--- config.mk ---
export PLATFORM = sky130hd
export DESIGN_NAME = channel_select_ctrl
export DESIGN_NICKNAME = d
export VERILOG_FILES = /design/src/rtl/channel_select_ctrl_pkg.sv /design/src/rtl/channel_select_ctrl_button_debouncer.sv /design/src/rtl/channel_select_ctrl.sv
export SDC_FILE = /design/constraint.sdc
export NUM_CORES = 1
export LEC_CHECK = 0
export ABC_AREA = 1
export CORE_UTILIZATION = 46
export CTS_BUF_LIST = sky130_fd_sc_hd__clkbuf_8
export CTS_CLUSTER_DIAMETER = 60
export DETAILED_ROUTE_END_ITERATION = 8
export GPL_TIMING_DRIVEN = 0
export PLACE_DENSITY = 0.64
export SLEW_MARGIN = 25
export SYNTH_ARGS = -nofsm -noshare
export SYNTH_HDL_FRONTEND = slang
export SYNTH_SLANG_ARGS = --single-unit
--- constraint.sdc ---
create_clock -name clk -period 1.3 [get_ports clk]
set_input_delay 0.13 -clock clk [delete_from_list [all_inputs] [get_ports clk]]
set_output_delay 0.13 -clock clk [all_outputs]
set_load 0.005 [all_outputs]
--- src/rtl/channel_select_ctrl_pkg.sv ---
// Shared types and constants for the channel selection controller.
package channel_select_ctrl_pkg;

  // Channel index width and encodings shared with rgb_led_manager.
  localparam int CHANNEL_W            = 3;
  localparam int DEFAULT_NUM_CHANNELS = 3;

  localparam logic [CHANNEL_W-1:0] CH_RED   = 3'd0;
  localparam logic [CHANNEL_W-1:0] CH_GREEN = 3'd1;
  localparam logic [CHANNEL_W-1:0] CH_BLUE  = 3'd2;

  typedef enum logic [1:0] {
    DB_RELEASED,
    DB_PRESS_PENDING,
    DB_PRESSED,
    DB_RELEASE_PENDING
  } db_state_e;

  // Step to the following channel, wrapping after the last legal index.
  function automatic logic [CHANNEL_W-1:0] next_channel(
    input logic [CHANNEL_W-1:0] ch,
    input int                   num_ch
  );
    if (ch == CHANNEL_W'(num_ch - 1)) begin
      return '0;
    end
    return ch + CHANNEL_W'(1);
  endfunction

endpackage

--- src/rtl/channel_select_ctrl_button_debouncer.sv ---
// Button conditioner: 2-flop synchroniser, debounce FSM and sample counter.
// Emits a single-cycle press pulse once a press has been stable long enough.
//
//   state              | meaning
//   -------------------+-----------------------------------------------------
//   DB_RELEASED        | button considered up, waiting for a synced high
//   DB_PRESS_PENDING   | counting consecutive high samples toward a press
//   DB_PRESSED         | button considered down, press already reported
//   DB_RELEASE_PENDING | counting consecutive low samples toward a release
module channel_select_ctrl_button_debouncer
  import channel_select_ctrl_pkg::*;
#(
  parameter int DEBOUNCE_CYCLES = 1_000_000
) (
  input  logic clk,
  input  logic resetn,
  input  logic btn_raw,
  output logic press
);

  localparam int CNT_W = $clog2(DEBOUNCE_CYCLES + 1);
  // Count value at which the next matching sample completes the debounce window.
  localparam logic [CNT_W-1:0] CNT_LAST = CNT_W'(DEBOUNCE_CYCLES - 1);

  logic [1:0]       sync_q;
  logic             btn_sync;
  db_state_e        state;
  logic [CNT_W-1:0] cnt;

  assign btn_sync = sync_q[1];

  // Two-flop synchroniser; the raw pin is not used anywhere else.
  always_ff @(posedge clk or negedge resetn) begin
    if (!resetn) begin
      sync_q <= '0;
    end else begin
      sync_q <= {sync_q[0], btn_raw};
    end
  end

  // Debounce FSM; cnt holds the number of matching samples already seen.
  always_ff @(posedge clk or negedge resetn) begin
    if (!resetn) begin
      state <= DB_RELEASED;
      cnt   <= '0;
      press <= 1'b0;
    end else begin
      press <= 1'b0;
      unique case (state)
        DB_RELEASED: begin
          cnt <= '0;
          if (btn_sync) begin
            if (CNT_LAST == '0) begin
              state <= DB_PRESSED;
              press <= 1'b1;
            end else begin
              state <= DB_PRESS_PENDING;
              cnt   <= CNT_W'(1);
            end
          end
        end
        DB_PRESS_PENDING: begin
          if (!btn_sync) begin
            state <= DB_RELEASED;
            cnt   <= '0;
          end else if (cnt == CNT_LAST) begin
            state <= DB_PRESSED;
            cnt   <= '0;
            press <= 1'b1;
          end else begin
            cnt <= cnt + CNT_W'(1);
          end
        end
        DB_PRESSED: begin
          cnt <= '0;
          if (!btn_sync) begin
            if (CNT_LAST == '0) begin
              state <= DB_RELEASED;
            end else begin
              state <= DB_RELEASE_PENDING;
              cnt   <= CNT_W'(1);
            end
          end
        end
        DB_RELEASE_PENDING: begin
          if (btn_sync) begin
            state <= DB_PRESSED;
            cnt   <= '0;
          end else if (cnt == CNT_LAST) begin
            state <= DB_RELEASED;
            cnt   <= '0;
          end else begin
            cnt <= cnt + CNT_W'(1);
          end
        end
        default: begin
          state <= DB_RELEASED;
          cnt   <= '0;
        end
      endcase
    end
  end

endmodule

--- src/rtl/channel_select_ctrl.sv ---
// Channel selection controller: NEXT steps the channel, MODE toggles
// auto-cycling, and in auto mode a fixed timer also steps the channel.
module channel_select_ctrl
  import channel_select_ctrl_pkg::*;
#(
  parameter int NUM_CHANNELS    = DEFAULT_NUM_CHANNELS,
  parameter int DEBOUNCE_CYCLES = 1_000_000,
  parameter int AUTO_CYCLES     = 100_000_000
) (
  input  logic                 clk,
  input  logic                 resetn,
  input  logic                 btn_next,
  input  logic                 btn_mode,
  output logic [CHANNEL_W-1:0] curr_channel,
  output logic                 auto_mode,
  output logic                 channel_changed
);

  localparam int TMR_W = $clog2(AUTO_CYCLES);
  localparam logic [TMR_W-1:0] TMR_LAST = TMR_W'(AUTO_CYCLES - 1);

  logic             next_press;
  logic             mode_press;
  logic             timer_expired;
  logic             advance;
  logic [TMR_W-1:0] auto_timer;

  channel_select_ctrl_button_debouncer #(
    .DEBOUNCE_CYCLES(DEBOUNCE_CYCLES)
  ) u_next_db (
    .clk    (clk),
    .resetn (resetn),
    .btn_raw(btn_next),
    .press  (next_press)
  );

  channel_select_ctrl_button_debouncer #(
    .DEBOUNCE_CYCLES(DEBOUNCE_CYCLES)
  ) u_mode_db (
    .clk    (clk),
    .resetn (resetn),
    .btn_raw(btn_mode),
    .press  (mode_press)
  );

  // A NEXT press and a timer expiry in the same cycle merge into one advance.
  assign timer_expired = auto_mode && (auto_timer == TMR_LAST);
  assign advance       = next_press || timer_expired;

  // Channel, mode and auto timer; any press restarts the full auto period.
  always_ff @(posedge clk or negedge resetn) begin
    if (!resetn) begin
      curr_channel    <= CH_RED;
      auto_mode       <= 1'b0;
      channel_changed <= 1'b0;
      auto_timer      <= '0;
    end else begin
      channel_changed <= advance;
      if (advance) begin
        curr_channel <= next_channel(curr_channel, NUM_CHANNELS);
      end
      if (mode_press) begin
        auto_mode <= !auto_mode;
      end
      if (!auto_mode || next_press || mode_press || timer_expired) begin
        auto_timer <= '0;
      end else begin
        auto_timer <= auto_timer + TMR_W'(1);
      end
    end
  end

endmodule

After elaboration in Yosys (flattened, before gate mapping)
Cells that the tools add are included.
{"block": "op_classes", "mux": 37, "reduce_logical": 10, "shift": 0, "n_lt_le_gt_ge": 0, "n_bitwise": 0, "mul": 0, "n_eq_ne": 18, "add_sub_neg": 4, "n_div": 0}
{"operator": "$pmux 20 s4", "count": 2}
{"operator": "$mux 20", "count": 6}
{"operator": "$add 20x1->20 const B", "count": 2}
{"operator": "$eq 20x20->1 const B", "count": 2}
{"operator": "$add 27x1->27 const B", "count": 1}
{"operator": "$eq 27x27->1 const B", "count": 1}
{"operator": "$mux 27", "count": 1}
{"operator": "$mux 2", "count": 12}
{"operator": "$pmux 2 s4", "count": 2}
{"operator": "$mux 1", "count": 12}
{"operator": "$eq 2x2->1 const B", "count": 4}
{"operator": "$reduce_and 4->1", "count": 2}
{"operator": "$mux 3", "count": 2}
{"operator": "$ne 3x1->1 const B", "count": 2}
{"operator": "$ne 3x3->1 const B", "count": 2}
{"operator": "$eq 2x1->1 const B", "count": 2}
{"operator": "$logic_not 2->1", "count": 2}
{"operator": "$logic_or 1x1->1", "count": 4}
{"operator": "$ne 2x1->1 const B", "count": 2}
{"operator": "$ne 2x2->1 const B", "count": 2}
{"operator": "$add 3x1->3 const B", "count": 1}
{"operator": "$eq 3x2->1 const B", "count": 1}
{"operator": "$logic_and 1x1->1", "count": 1}
{"operator": "$logic_not 1->1", "count": 1}
{"block": "totals", "output_inout_bits": 5, "ff_bits": 82, "mem_bits_rw": 0, "in_bits": 4, "mem_bits_ro": 0, "latch_bits": 0, "mem_count": 0}

Longest topological paths before layout
{"block": "logic_depth", "word_depth": 5, "ltp_mapped": 9}

Cells and area by module
A second synthesis with hierarchy kept.
{"block": "unflattened", "cells_unflattened": 624, "hier_area_um2": 4733.3}
{"mod": "channel_select_ctrl_button_debouncer", "area_per_inst_um2": 1410.1, "cells_each": 181, "n_inst": 2}
{"mod": "channel_select_ctrl", "area_per_inst_um2": 1913.1, "cells_each": 262, "n_inst": 1}

Worst setup path after synthesis
Ideal clock, no wire load.
{"block": "synth_timing", "kind": "register to register", "from": "register auto_timer[0]", "to": "register auto_timer[13]", "t_arrival_ns": 1.342, "setup_slack_ns": -0.163, "stages_incl_launch_ff": 8, "required_time_ns": 1.179, "cell_sequence": "dfrtp_1 -> ha_1 -> nand3_2 -> nor3_2 -> nand2_2 -> nand3_4 -> buf_8 -> nor2_2"}
{"block": "synth_via", "elab_chain_len": 4, "word_cells_on_any_way": 5, "cone_classes": "1 x add/sub; 1 x eq/ne; 1 x mux; 2 x reduce/logical"}
{"item": "start, declared", "line": "channel_select_ctrl.sv:26", "text": "logic [TMR_W-1:0] auto_timer;"}
{"item": "start signal, assigned", "line": "channel_select_ctrl.sv:68", "text": "auto_timer <= auto_timer + TMR_W'(1);"}
{"item": "parallel branches: the longest is 3 deep, another holds $add 27x1->27"}
{"item": "$mux 27 *", "line": "channel_select_ctrl.sv:65", "text": "if (!auto_mode || next_press || mode_press || timer_expired) begin"}
Mark *: on every way between the ends.
A chain may end at the register's enable or synchronous reset.

Final worst setup path
{"block": "layout_timing", "from": "register u_next_db.cnt[0]", "to": "register u_next_db.cnt[8]"}
{"block": "layout_via", "elab_chain_len": 4, "word_cells_on_any_way": 6, "cone_classes": "1 x add/sub; 1 x eq/ne; 4 x mux"}
{"item": "start, declared", "line": "channel_select_ctrl_button_debouncer.sv:28", "text": "logic [CNT_W-1:0] cnt;"}
{"item": "start signal, assigned", "line": "channel_select_ctrl_button_debouncer.sv:71", "text": "cnt <= cnt + CNT_W'(1);"}
{"item": "start signal, assigned", "line": "channel_select_ctrl_button_debouncer.sv:93", "text": "cnt <= cnt + CNT_W'(1);"}
{"item": "$add 20x1->20 / $eq 20x20->1 (equally long branches)"}
{"item": "$mux 20 *", "line": "channel_select_ctrl_button_debouncer.sv:66, channel_select_ctrl_button_debouncer.sv:89"}
{"item": "$mux 20 (on tied branches)", "line": "channel_select_ctrl_button_debouncer.sv:86, channel_select_ctrl_button_debouncer.sv:63"}
{"item": "$pmux 20 s4 *", "line": "channel_select_ctrl_button_debouncer.sv:49", "text": "unique case (state)"}
Mark *: on every way between the ends. The rest lies on a longest branch, timed or not.

==> flow_metrics.py <==
metrics = {
    "logic_synthesis": {
        "syn-mean-instance-area_um2": 7.60,
        "synthXorXnorAreaFrac_pct": 6.80,
        "synthArstFlopShare_pct": 100,
        "synth_area_leaders": "dfrtp_1 46%, nand2_1 13%, nor2_1 11%, inv_1 5.0%, xor2_1 4.3%",
        "synthFlopType": "dfrtp_1",
        "synth_fa_ha_area_share_pct": 0.832,
        "synth_edf_count": 0,
        "muxShareOfSynthArea_pct": 0,
        "yosysTopAreaCellShare_pct": 45.5,
        "syn_inst": 593,
        "ys_warn_count": 0,
        "synth_commonest_cells": "153 x nand2_1, 129 x nor2_1, 82 x dfrtp_1, 60 x inv_1, 33 x nand3_1",
        "synth_top_family_by_area": "simple AND/OR/NAND/NOR gates",
        "synth-compound-area-share_pct": 2.30,
        "synth_nets": 600,
        "yosysMostFrequentCell": "nand2_1",
        "ys_seq_elements": 82,
        "seq_area_frac_synth_pct": 45.5,
        "syn_area_mm2": 0.00451,
        "synth.distinct_cells": 31,
        "synth-simple-area-share_pct": 38.2,
        "yosys.area.top_type": "dfrtp_1",
    },
    "power": {
        "p_per_area_mw_per_mm2": 776,
        "peakVddDrop_mv": 0.566,
        "p_leak_nw": 2.55,
        "power_w": 0.00482,
    },
    "outcome": {
        "status": "finished with violations",
        "violations": "negative setup slack",
    },
    "timing": {
        "timing.slew.headroom_pct": 67.0,
        "rsz0062_at_grt": "yes",
        "finalHoldViolations": 0,
        "fin_ws_ns": -0.179,
        "fin_crit_sh_pct": 114,
        "finalSetupViolCount": 74,
        "drv_slew": 0,
        "fin_crit_ns": 1.48,
        "worst_slew_pin_slew_ns": 0.495,
        "tns_ns": -8.51,
        "fmax_ghz": 0.676,
        "finClkSkew_ns": 0.0120,
    },
    "clocking": {
        "numCtsBuffers": 9,
        "clkSinkCount": 82,
        "root_buffer": "clkbuf_8",
        "clk_pin_slew_ns": 0.09,
        "clockBufferDepth": 2,
        "clkLatencyLatePin_ns": 0.36,
        "htree_levels": 3,
        "cts_tree": "yes",
    },
    "floorplan": {
        "core_area_mm2": 0.00937,
        "die_width_um": 101,
        "pin_count": 9,
        "rows": 35,
        "start_util_pct": 48.1,
        "die_h_um": 101,
        "dieArea_mm2": 0.0102,
    },
    "worst_setup_path": {
        "path_cells": "ha_4 -> nor3b_4 -> nand3_4 -> nand2_8 -> clkbuf_16 -> nor2_2",
        "startpoint_type": "flip-flop",
        "worst_path_max_delay_cell": "dfrtp_1",
        "cp_slowest_stage_delay_ns": 0.40,
        "critPathCaptureType": "flip-flop",
        "path_buf_inv": 1,
        "crit_fanout": 6,
        "crit_arrival_ns": 1.72,
        "critical_path_class": "flip-flop to flip-flop",
        "path_delay_family": "simple AND/OR/NAND/NOR gates",
        "cp.required_ns": 1.54,
    },
    "global_routing": {
        "grt.total_usage_pct": 21.5,
        "overflow": 0,
        "grt_pass1_wl_um": 17300,
        "grt_pass1_vias": 3799,
        "grt_max_degree": 48,
        "antenna_found_initial": 0,
    },
    "layout": {
        "antenna_cells": 0,
        "instances_no_fill": 819,
        "drive_gt1_share_pct": 37.0,
        "nNetsFinal": 692,
        "area_growth_pct": 37.8,
        "fillCellCount": 767,
    },
    "detailed_routing": {
        "first_iter_violations": 166,
        "vias": 4027,
        "routed_wirelength_um": 10800,
        "wl_per_cell_um": 13.2,
        "vias_per_cell": 4.92,
        "drt_drc_violations_left": 0,
        "ant_nets": 0,
        "first_pass_iters": 4,
    },
    "placement": {
        "dp_slack_ns": -0.319,
        "port_buffers": 8,
        "gp_congestion": 0.842,
        "dp_cells": 731,
        "dp_hpwl_um": 6640,
    },
    "hold_path": {
        "hold_path_class": "input pin to flip-flop",
    },
    "run": {
        "maxCapViolations": 0,
    },
}
==> metrics by stage <==
step	utilization, %	hold WS [ns]	instance area, um^2
2_1_floorplan	-	-0.166	4540
4_1_cts	59.3	0.187	5560
6_report	66.3	0.206	6210
5_1_grt	66.3	0.180	6210
3_5_place_dp	51.3	0.127	4810
3_3_place_gp	51.0	0.333	4780
==> worst paths after layout <==
check	from	endpoint	slack [ns]	cells past startpoint
min reg2reg	u_mode_db.sync_q[0]	u_mode_db.sync_q[1]	0.36	0
min	btn_mode	u_mode_db.sync_q[0]	0.21	1
min in group asynchronous	resetn	auto_timer[20]	0.28	2
max reg2reg	u_next_db.cnt[0]	u_next_db.cnt[8]	-0.18	6
max	u_next_db.cnt[0]	u_next_db.cnt[8]	-0.18	6
max in group asynchronous	resetn	u_next_db.cnt[3]	0.40	3
==> registers in the layout, summed over array words and instances, names as in the netlist, 2 cells and up, named ones only <==
signal	count
auto_timer	27
u_mode_db.cnt	20
u_next_db.cnt	20
curr_channel	3
u_mode_db.sync_q	2
u_next_db.sync_q	2
==> layout make-up <==
cell class                 instances  area, um^2  share of cell area (%)
sequential                        82        2060                    33.2
clock buffer                      10         138                    2.22
clock inverter                     6        72.6                    1.17
tap                              129         161                    2.60
inverter                          63         244                    3.93
multi-input combinational        444        2720                    43.7
timing repair buffer              81         748                    12.0
buffer                             4        70.1                    1.13
==> worst reg2reg max path: stages, from the launching register on <==
cell and delay [ns]:
dfrtp_1 0.40, ha_4 0.18, nor3b_4 0.25, nand3_4 0.18, nand2_8 0.15, clkbuf_16 0.17, nor2_2 0.03
==> metal layers <==
metal	share of wire (%)	GRT usage, %
met2	50	36.8
met1	44	28.7
met4	1.1	4.79
met5	0	0
met3	4.2	3.47
==> kinds of logic after synthesis <==
| logic type | after synthesis |
|---|---|
| adder cells (fa/ha/maj) | 3 |
| XOR/XNOR | 35 |
| AND/OR/NAND/NOR | 386 |
| flip-flops | 82 |
| AO/OA/AOI/OAI | 20 |
| buffers and inverters | 67 |
==> placed cells by master (no fill, tap or decap), types with 11 or more instances in the layout <==
master   instances
buf_4           59
nor2_4          26
dfrtp_1         74
inv_1           53
xnor2_1         11
nand2_2         20
xor2_1          19
nand3_1         24
nor2_2          55
nor2_1          80
nand2_1        136
==> power by group <==
part	total, W	leakage, nW	switching [W]	internal (W)
clock	0.00199	0.104	0.00102	0.000965
combinational	0.000249	1.33	0.000147	0.000102
sequential	0.00258	1.11	0.0000179	0.00257
==> repair_timing <==
item | in CTS | in global routing
buffers inserted | 38 | 29
pin swaps | 28 | 37
hold endpoints to repair | 35 | 0
hold buffers | 1 | 0
gates cloned | 1 | 3
gates resized for setup | 67 | 103
setup endpoints to repair | 78 | 75
(Power assumes the default switching activity.)
